`config.mk`:
```
export PLATFORM = sky130hd
export DESIGN_NAME = commit_rat
export DESIGN_NICKNAME = d
export VERILOG_FILES = /design/src/rtl/rename_pkg.sv /design/src/rtl/commit_slot_resolve.sv /design/src/rtl/commit_rat.sv
export SDC_FILE = /design/constraint.sdc
export NUM_CORES = 1
export LEC_CHECK = 0
export CORE_ASPECT_RATIO = 1.75
export CORE_MARGIN = 8
export CORE_UTILIZATION = 45
export CTS_CLUSTER_DIAMETER = 150
export DETAILED_ROUTE_END_ITERATION = 16
export HOLD_SLACK_MARGIN = 0.12
export MAX_ROUTING_LAYER = met4
export PLACE_DENSITY = 0.69
export SYNTH_ARGS = -nofsm -noshare
export SYNTH_HDL_FRONTEND = slang
export SYNTH_SLANG_ARGS = --single-unit
```
`constraint.sdc`:
```
create_clock -name clk -period 7 [get_ports clk]
set_clock_uncertainty 0.1 [all_clocks]
set_input_delay 1.05 -clock clk [delete_from_list [all_inputs] [get_ports clk]]
set_output_delay 1.05 -clock clk [all_outputs]
set_load 0.1 [all_outputs]
```
`src/rtl/rename_pkg.sv`:
```
// rename_pkg: shared rename-pipeline constants and types.
// Both the front rename table and the commit-side table import this package.
//   ARCH_REGS  - architectural register count
//   PHY_WIDTH  - physical register index width
//   PHY_REGS   - physical register count (2**PHY_WIDTH)
//   phys_idx_t / arch_idx_t - register index types
//   rat_flat_t - flat arch->phys map, entry i at [i*PHY_WIDTH +: PHY_WIDTH]
//   phy_mask_t - one bit per physical register
package rename_pkg;

   localparam int ARCH_REGS  = 32;
   localparam int PHY_WIDTH  = 6;
   localparam int PHY_REGS   = 1 << PHY_WIDTH;
   localparam int ARCH_WIDTH = $clog2(ARCH_REGS);

   typedef logic [PHY_WIDTH-1:0]           phys_idx_t;
   typedef logic [ARCH_WIDTH-1:0]          arch_idx_t;
   typedef logic [ARCH_REGS*PHY_WIDTH-1:0] rat_flat_t;
   typedef logic [PHY_REGS-1:0]            phy_mask_t;

   // Reset map: arch reg i lives in phys reg i.
   function automatic rat_flat_t identity_rat();
      rat_flat_t r;
      r = '0;
      for (int i = 0; i < ARCH_REGS; i++) begin
         r[i*PHY_WIDTH +: PHY_WIDTH] = phys_idx_t'(i);
      end
      return r;
   endfunction

   // Reset in-use mask: exactly the identity-mapped phys regs are live.
   function automatic phy_mask_t identity_mask();
      phy_mask_t m;
      m = '0;
      for (int i = 0; i < ARCH_REGS; i++) begin
         m[i] = 1'b1;
      end
      return m;
   endfunction

endpackage

```
`src/rtl/commit_slot_resolve.sv`:
```
// commit_slot_resolve: combinational resolution of two in-order commit slots
// against the committed map.
//   map_i        - current committed map
//   valid_i      - bit k = slot k commits (slot 0 older)
//   rd_arch_k_i  - slot k destination arch reg
//   rd_phy_k_i   - slot k destination phys reg
//   map_o        - map after both slots
//   free_en_o    - bit k = slot k displaces a phys reg
//   old_k_o      - phys reg displaced by slot k
//   mask_set_o   - in-use bits to set
//   mask_clr_o   - in-use bits to clear (applied before set)
module commit_slot_resolve
   import rename_pkg::*;
(
   input  rat_flat_t   map_i,
   input  logic [1:0]  valid_i,
   input  arch_idx_t   rd_arch_0_i,
   input  phys_idx_t   rd_phy_0_i,
   input  arch_idx_t   rd_arch_1_i,
   input  phys_idx_t   rd_phy_1_i,
   output rat_flat_t   map_o,
   output logic [1:0]  free_en_o,
   output phys_idx_t   old_0_o,
   output phys_idx_t   old_1_o,
   output phy_mask_t   mask_set_o,
   output phy_mask_t   mask_clr_o
);

   rat_flat_t map_mid;
   phys_idx_t old_0, old_1;
   logic      en_0, en_1;
   phy_mask_t set_0, set_1, clr_0, clr_1;

   always_comb begin
      map_mid = map_i;
      old_0   = map_i[int'(rd_arch_0_i)*PHY_WIDTH +: PHY_WIDTH];
      // x0 writes and rewrites to the same phys reg are no-ops.
      en_0    = valid_i[0] && (rd_arch_0_i != '0) && (rd_phy_0_i != old_0);
      if (en_0) begin
         map_mid[int'(rd_arch_0_i)*PHY_WIDTH +: PHY_WIDTH] = rd_phy_0_i;
      end

      // Slot 1 sees slot 0's result, so a shared rd frees slot 0's phys.
      old_1 = map_mid[int'(rd_arch_1_i)*PHY_WIDTH +: PHY_WIDTH];
      en_1  = valid_i[1] && (rd_arch_1_i != '0) && (rd_phy_1_i != old_1);
      map_o = map_mid;
      if (en_1) begin
         map_o[int'(rd_arch_1_i)*PHY_WIDTH +: PHY_WIDTH] = rd_phy_1_i;
      end

      set_0 = en_0 ? (phy_mask_t'(1) << rd_phy_0_i) : '0;
      clr_0 = en_0 ? (phy_mask_t'(1) << old_0)      : '0;
      set_1 = en_1 ? (phy_mask_t'(1) << rd_phy_1_i) : '0;
      clr_1 = en_1 ? (phy_mask_t'(1) << old_1)      : '0;

      // Sequential apply ((m & ~c0 | s0) & ~c1) | s1 folded into one set/clr
      // pair: slot 0's set bit survives only if slot 1 does not clear it.
      mask_clr_o = clr_0 | clr_1;
      mask_set_o = (set_0 & ~clr_1) | set_1;
      free_en_o  = {en_1, en_0};
      old_0_o    = old_0;
      old_1_o    = old_1;
   end

endmodule

```
`src/rtl/commit_rat.sv`:
```
// commit_rat: retirement register alias table.
// Applies up to two in-order commits per cycle to the committed arch->phys
// map, releases displaced phys regs to the free list (one-cycle pulses, no
// backpressure: the free list must absorb two per cycle), tracks which phys
// regs hold committed mappings and counts retired instructions.
//   clk, rst          - clock, synchronous active-high reset
//   commit_valid      - bit k = slot k commits (slot 0 older)
//   commit_rd_arch_k  - slot k destination arch reg
//   commit_rd_phy_k   - slot k destination phys reg
//   back_rat          - committed map, registered only
//   free_valid        - bit k = free_phy_k released this cycle
//   free_phy_k        - released phys reg
//   phy_in_use        - committed-mapping mask
//   retired_count     - wrapping retired-instruction count
module commit_rat
   import rename_pkg::*;
(
   input  logic                           clk,
   input  logic                           rst,
   input  logic [1:0]                     commit_valid,
   input  logic [ARCH_WIDTH-1:0]          commit_rd_arch_0,
   input  logic [PHY_WIDTH-1:0]           commit_rd_phy_0,
   input  logic [ARCH_WIDTH-1:0]          commit_rd_arch_1,
   input  logic [PHY_WIDTH-1:0]           commit_rd_phy_1,
   output logic [PHY_WIDTH*ARCH_REGS-1:0] back_rat,
   output logic [1:0]                     free_valid,
   output logic [PHY_WIDTH-1:0]           free_phy_0,
   output logic [PHY_WIDTH-1:0]           free_phy_1,
   output logic [PHY_REGS-1:0]            phy_in_use,
   output logic [31:0]                    retired_count
);

   rat_flat_t   map_q, map_d;
   phy_mask_t   in_use_q, in_use_d;
   logic [1:0]  free_valid_q, free_valid_d;
   phys_idx_t   free_phy_0_q, free_phy_0_d;
   phys_idx_t   free_phy_1_q, free_phy_1_d;
   logic [31:0] retired_count_q, retired_count_d;

   phy_mask_t   mask_set, mask_clr;
   phys_idx_t   old_0, old_1;
   logic [1:0]  free_en;

   commit_slot_resolve u_resolve (
      .map_i       (map_q),
      .valid_i     (commit_valid),
      .rd_arch_0_i (commit_rd_arch_0),
      .rd_phy_0_i  (commit_rd_phy_0),
      .rd_arch_1_i (commit_rd_arch_1),
      .rd_phy_1_i  (commit_rd_phy_1),
      .map_o       (map_d),
      .free_en_o   (free_en),
      .old_0_o     (old_0),
      .old_1_o     (old_1),
      .mask_set_o  (mask_set),
      .mask_clr_o  (mask_clr)
   );

   always_comb begin
      in_use_d        = (in_use_q & ~mask_clr) | mask_set;
      free_valid_d    = free_en;
      free_phy_0_d    = free_en[0] ? old_0 : '0;
      free_phy_1_d    = free_en[1] ? old_1 : '0;
      // x0 commits still retire, so count raw valid bits.
      retired_count_d = retired_count_q + 32'(commit_valid[0])
                                        + 32'(commit_valid[1]);
   end

   always_ff @(posedge clk) begin
      if (rst) begin
         map_q           <= identity_rat();
         in_use_q        <= identity_mask();
         free_valid_q    <= '0;
         free_phy_0_q    <= '0;
         free_phy_1_q    <= '0;
         retired_count_q <= '0;
      end else begin
         map_q           <= map_d;
         in_use_q        <= in_use_d;
         free_valid_q    <= free_valid_d;
         free_phy_0_q    <= free_phy_0_d;
         free_phy_1_q    <= free_phy_1_d;
         retired_count_q <= retired_count_d;
      end
   end

   assign back_rat      = map_q;
   assign phy_in_use    = in_use_q;
   assign free_valid    = free_valid_q;
   assign free_phy_0    = free_phy_0_q;
   assign free_phy_1    = free_phy_1_q;
   assign retired_count = retired_count_q;

endmodule

```
==> results of run 1 <==
-- synthesized netlist by cell type, types with 19 or more instances --
| library cell | number | area, µm² |
|---|---|---|
| inv_1 | 43 | 161 |
| nor2b_1 | 21 | 131 |
| or3_1 | 32 | 200 |
| buf_1 | 22 | 82.6 |
| a21o_1 | 26 | 195 |
| a211oi_1 | 58 | 435 |
| mux2_2 | 71 | 800 |
| nand2b_1 | 27 | 169 |
| nand3_1 | 174 | 871 |
| a21oi_1 | 201 | 1010 |
| and2_1 | 42 | 263 |
| a311oi_1 | 21 | 184 |
| mux2_1 | 25 | 282 |
| nand4_1 | 38 | 238 |
| mux2i_1 | 250 | 2500 |
| o21ai_0 | 190 | 951 |
| o211ai_1 | 68 | 510 |
| a311o_1 | 26 | 260 |
| nor2_1 | 433 | 1630 |
| nor4_1 | 19 | 119 |
| clkbuf_1 | 189 | 709 |
| nor3_1 | 118 | 591 |
| o2111ai_1 | 19 | 166 |
| a22oi_1 | 62 | 465 |
| xnor2_1 | 19 | 166 |
| and3_1 | 38 | 238 |
| nand2_1 | 357 | 1340 |
| o31ai_1 | 67 | 503 |
| a31oi_1 | 56 | 350 |
| o22ai_1 | 28 | 175 |
| xor2_1 | 30 | 263 |
| ha_1 | 23 | 288 |
| buf_2 | 40 | 200 |
| a221o_1 | 21 | 210 |
| dfxtp_1 | 302 | 6050 |
-- through the flow --
| stage | setup WS, ns | hold slack, ns | std cells |
|---|---|---|---|
| 4_1_cts | 0.00526 | 0.402 | 5316 |
| 3_5_place_dp | -1.53 | 0.390 | 5258 |
| 3_3_place_gp | -1.46 | 0.368 | 5258 |
| 2_1_floorplan | 0.0980 | 0.843 | 3489 |
-- per-layer routing --
| metal | track usage | GRT overflow |
|---|---|---|
| met1 | 0.707 | 5 |
| met5 | - | - |
| met4 | 0.745 | 167 |
| met2 | 0.908 | 250 |
| met3 | 0.575 | 6 |
-- cell families after synthesis --
group                    synth area share
AND/OR/NAND/NOR                     0.242
AO/OA/AOI/OAI                       0.296
multiplexers                        0.139
buffers and inverters              0.0565
flip-flops                          0.235
XOR/XNOR                           0.0182
adder cells (fa/ha/maj)            0.0135
-- what timing repair did --
| item | 4_1_cts |
|---|---|
| gates resized for setup | 54 |
| setup buffers | 3 |
| pin swaps | 5 |
| endpoints found under the hold margin | 0 |
| gates cloned | 1 |
| setup endpoints to repair | 263 |
==> results.yml, run 1 <==
floorplanning:
  initial_utilization: 0.453
  num_rows: 116
  io_pins: 328
  die_x_um: 197
  die_h_um: 332
logic_synthesis:
  netlist_instances: 3489
  synth_edf_count: 0
  ys_dominant_reg_cell: "dfxtp_1"
  ys_seq_area_frac: 0.235
  netlist_area_mm2: 0.0258
  syn_nets: 3541
  async_flop_share: 0
  ys_ff_latch: 302
  ys_warn_count: 0
  ys_types: 96
  syn_avg_cell_area_um2: 7.38
run_status:
  firstError: "[ERROR GRT-0116] Global routing finished with congestion. Check the congestion regions in the DRC Viewer."
  lastStage: "global routing (5_1_grt)"
  status: "aborted with a tool error"
placement:
  dpl_cell_area_mm2: 0.0365
  numPortBuffers: 327
  hpwlAfterDp_um: 163000
  gp_congestion: 1.31
clock_tree:
  postCtsHoldBufs: 0
  numClockSinks: 302
  cts_root_buf: "clkbuf_16"
  cts_buffers: 30
  clockBufferDepth: 3
  htreeDepth: 1
global_routing:
  grt_usage: 0.743
  overflow: 428
  grt_pass1_vias: 42900
  grt_pass1_wl_um: 354000
  grt_max_degree: 120
==> run 2, diff against run 1 <==
==> config.mk (replaced) <==
export PLATFORM = sky130hd
export DESIGN_NAME = commit_rat
export DESIGN_NICKNAME = d
export VERILOG_FILES = /design/src/rtl/rename_pkg.sv /design/src/rtl/commit_slot_resolve.sv /design/src/rtl/commit_rat.sv
export SDC_FILE = /design/constraint.sdc
export NUM_CORES = 1
export LEC_CHECK = 0
export CORE_MARGIN = 8
export CORE_UTILIZATION = 30
export DETAILED_ROUTE_END_ITERATION = 16
export PLACE_DENSITY_LB_ADDON = 0.15
export SYNTH_ARGS = -nofsm -noshare
export SYNTH_HDL_FRONTEND = slang
export SYNTH_SLANG_ARGS = --single-unit
==> constraint.sdc (replaced) <==
create_clock -name clk -period 9.1 [get_ports clk]
set_clock_uncertainty 0.1 [all_clocks]
set_input_delay 1.365 -clock clk [delete_from_list [all_inputs] [get_ports clk]]
set_output_delay 1.365 -clock clk [all_outputs]
set_load 0.1 [all_outputs]
==> run 2 against run 1 <==
Compared with the run above: the flow now finishes, with violations (capacitance limit, slew limit); synthesized area unchanged; synthesized cell count unchanged.
==> results.yml, run 2 <==
min_path:
  hold-path-endpoint: "retired_count[31]"
  hold_depth: 2
  holdCritPathClass: "flop to flop"
  hp-start: "retired_count[31]"
critical_path:
  critPathBufInv: 7
  cp_common_cell: "buf_4"
  cp-start-kind: "input port"
  r2r_cells: 24
  reg2reg_to: "back_rat[177]"
  cp_max_fo: 10
  worstReg2RegStart: "back_rat[71]"
  critPathArrivalTime_ns: 9.39
  critical_path_class: "input port to flop"
  slowest_delay_ns: 0.92
  crit_required_ns: 9.52
  end_kind: "flop"
  critPathSlowestCell: "a2111oi_1"
  regToRegSetupSlack_ns: 1.32
  crit_family: "simple AND/OR/NAND/NOR gates"
clock_tree:
  clockBufferDepth: 3
  htreeDepth: 2
  worstSkewPairLatency_ns: 0.63
  cts_resized: 0
  cts.clk_slew.worst_paths_ns: 0.05
  cts_buffers: 42
  numClockSinks: 302
  postCtsSetupBuffers: 0
  cts_tree: "done"
  cts_root_buf: "clkbuf_16"
  postCtsHoldBufs: 0
power_and_ir_drop:
  ir_drop_mv: 0.121
  power_density_mw_per_mm2: 161
  p_leak_uw: 0.0136
  p_total_uw: 5680
placement:
  place_ws_ns: -0.370
  gp_congestion: 1.08
  hpwlAfterDp_um: 179000
  dpl_cell_area_mm2: 0.0339
  numPortBuffers: 327
timing:
  timing.final.ws_setup_ns: 0.132
  drv_slew: 7
  grt_setup_unrepaired: "no"
  holdWs_ns: 0.392
  fmax_mhz: 112
  finalHoldViolCount: 0
  period_share: 0.986
  relSlewSlack: -0.121
  worstMarginPinSlew_ns: 1.67
  setup_viol: 0
  layout_min_cycle_time_ns: 8.97
logic_synthesis:
  ys_warn_count: 0
  syn_nets: 3541
  ys_ff_latch: 302
  yosys-top-cells-count: "433 x nor2_1, 357 x nand2_1, 302 x dfxtp_1"
  ys_seq_area_frac: 0.235
  yosysMostFrequentCell: "nor2_1"
  ys_dominant_reg_cell: "dfxtp_1"
  syn_avg_cell_area_um2: 7.38
  synth_edf_count: 0
  yosysTopAreaCell: "dfxtp_1"
  synth_top_area_frac: 0.235
  netlist_instances: 3489
  netlist_area_mm2: 0.0258
  synthTopCellsByArea: "dfxtp_1 23%, mux2i_1 9.7%, nor2_1 6.3%"
  async_flop_share: 0
  ys_types: 96
detailed_routing:
  drt_iter0_markers: 6258
  vias: 36000
  first_pass_iters: 7
  drc_errors: 0
  routedWlPerCell_um: 42.7
  final_antenna_net_count: 0
  routed_wl_um: 227000
  viasPerCell: 6.76
run_status:
  status: "complete, but fails checks"
  failed_checks: "capacitance limit, slew limit"
floorplanning:
  die_h_um: 309
  die_area_mm2: 0.0955
  initial_utilization: 0.302
  die_x_um: 309
  fp.coreArea_mm2: 0.0851
  io_pins: 328
  num_rows: 107
final_layout:
  fillers: 9007
  mostFrequentLayoutCell: "buf_4"
  stdcell_area_mm2: 0.0353
  final_layout_size_suffix_gt1_frac: 0.190
  final_cell_mix: "530 x buf_4, 425 x nor2_1, 356 x nand2_1, 324 x clkdlybuf4s50_1, 302 x dfxtp_1"
  area.growth.synth_to_final_pct: 37.2
  finalNetCount: 4192
  fin_util: 0.415
  largest_reg_flops: 192
global_routing:
  antenna_found_initial: 15
  grt_pass1_vias: 33400
  grt_max_degree: 129
  grt_pass1_wl_um: 301000
  grt_usage: 0.453
  overflow: 0
run:
  drv_cap: 1
-- run 2: cell counts after synthesis --
Identical to the previous run, type by type.
-- run 2: per-stage QoR --
step                      TNS, ns  cells
after detailed placement   -49.44   5240
final                           0   5326
after floorplan                 0   3489
after CTS                       0   5317
after global placement     -38.05   5240
after global routing            0   5317
-- run 2: layout make-up --
class	instances	area (µm²)	share of cell area
Multi-Input combinational cell	2859	18400	0.520
Timing Repair Buffer	887	7850	0.222
Sequential cell	302	6050	0.171
Tap cell	1144	1430	0.0405
Clock buffer	55	1180	0.0334
Clock inverter	22	250	0.00708
Inverter	48	180	0.00510
Antenna cell	9	22.5	0.000637
-- run 2: how the worst max path moves through the flow --
| stage | from | to | slack [ns] | cells past startpoint |
|---|---|---|---|---|
| 2_1_floorplan | commit_rd_arch_0[0] | back_rat[62] | 1.88 | 23 |
| 3_3_place_gp | commit_rd_arch_0[1] | back_rat[84] | -0.42 | 24 |
| 3_5_place_dp | commit_rd_arch_0[2] | back_rat[84] | -0.37 | 25 |
| 4_1_cts | commit_rd_arch_0[2] | back_rat[84] | 0.18 | 25 |
| 5_1_grt | commit_rd_arch_0[2] | back_rat[177] | 0.03 | 25 |
| 6_report | commit_rd_arch_0[2] | back_rat[177] | 0.13 | 26 |
-- run 2: cells by family (layout without fill, tap and decap cells) --
group / after synthesis / count (layout) / synth area share
compound gates: 1081 / 1081 / 0.296
mux: 346 / 346 / 0.139
flops: 302 / 302 / 0.235
other cells: 0 / 9 / 0
simple gates: 1355 / 1355 / 0.242
xor+xnor: 51 / 51 / 0.0182
buf+inv: 328 / 1012 / 0.0565
fa+ha+maj: 26 / 26 / 0.0135
-- run 2: per-layer routing --
layer  wire length, µm  GRT usage  vias to the layer above
li1                  -          -                    14500
met1             89300      0.591                    17600
met2             87100      0.612                     3234
met3             34500      0.198                      726
met4             16200      0.257                       12
met5                87          0                        -
-- run 2: worst min-delay path, cell delays in order (launching register included) --
cell	delay, ns
dfxtp_1	0.32
o21ai_0	0.07
a21oi_1	0.06
-- run 2: where the power goes --
part	switching [µW]	internal, µW	leakage (µW)
combinational	1870	602	0.0105
clock	775	1010	0.000697
sequential	63.6	1360	0.00244
Power figures use the tool's default switching activity.
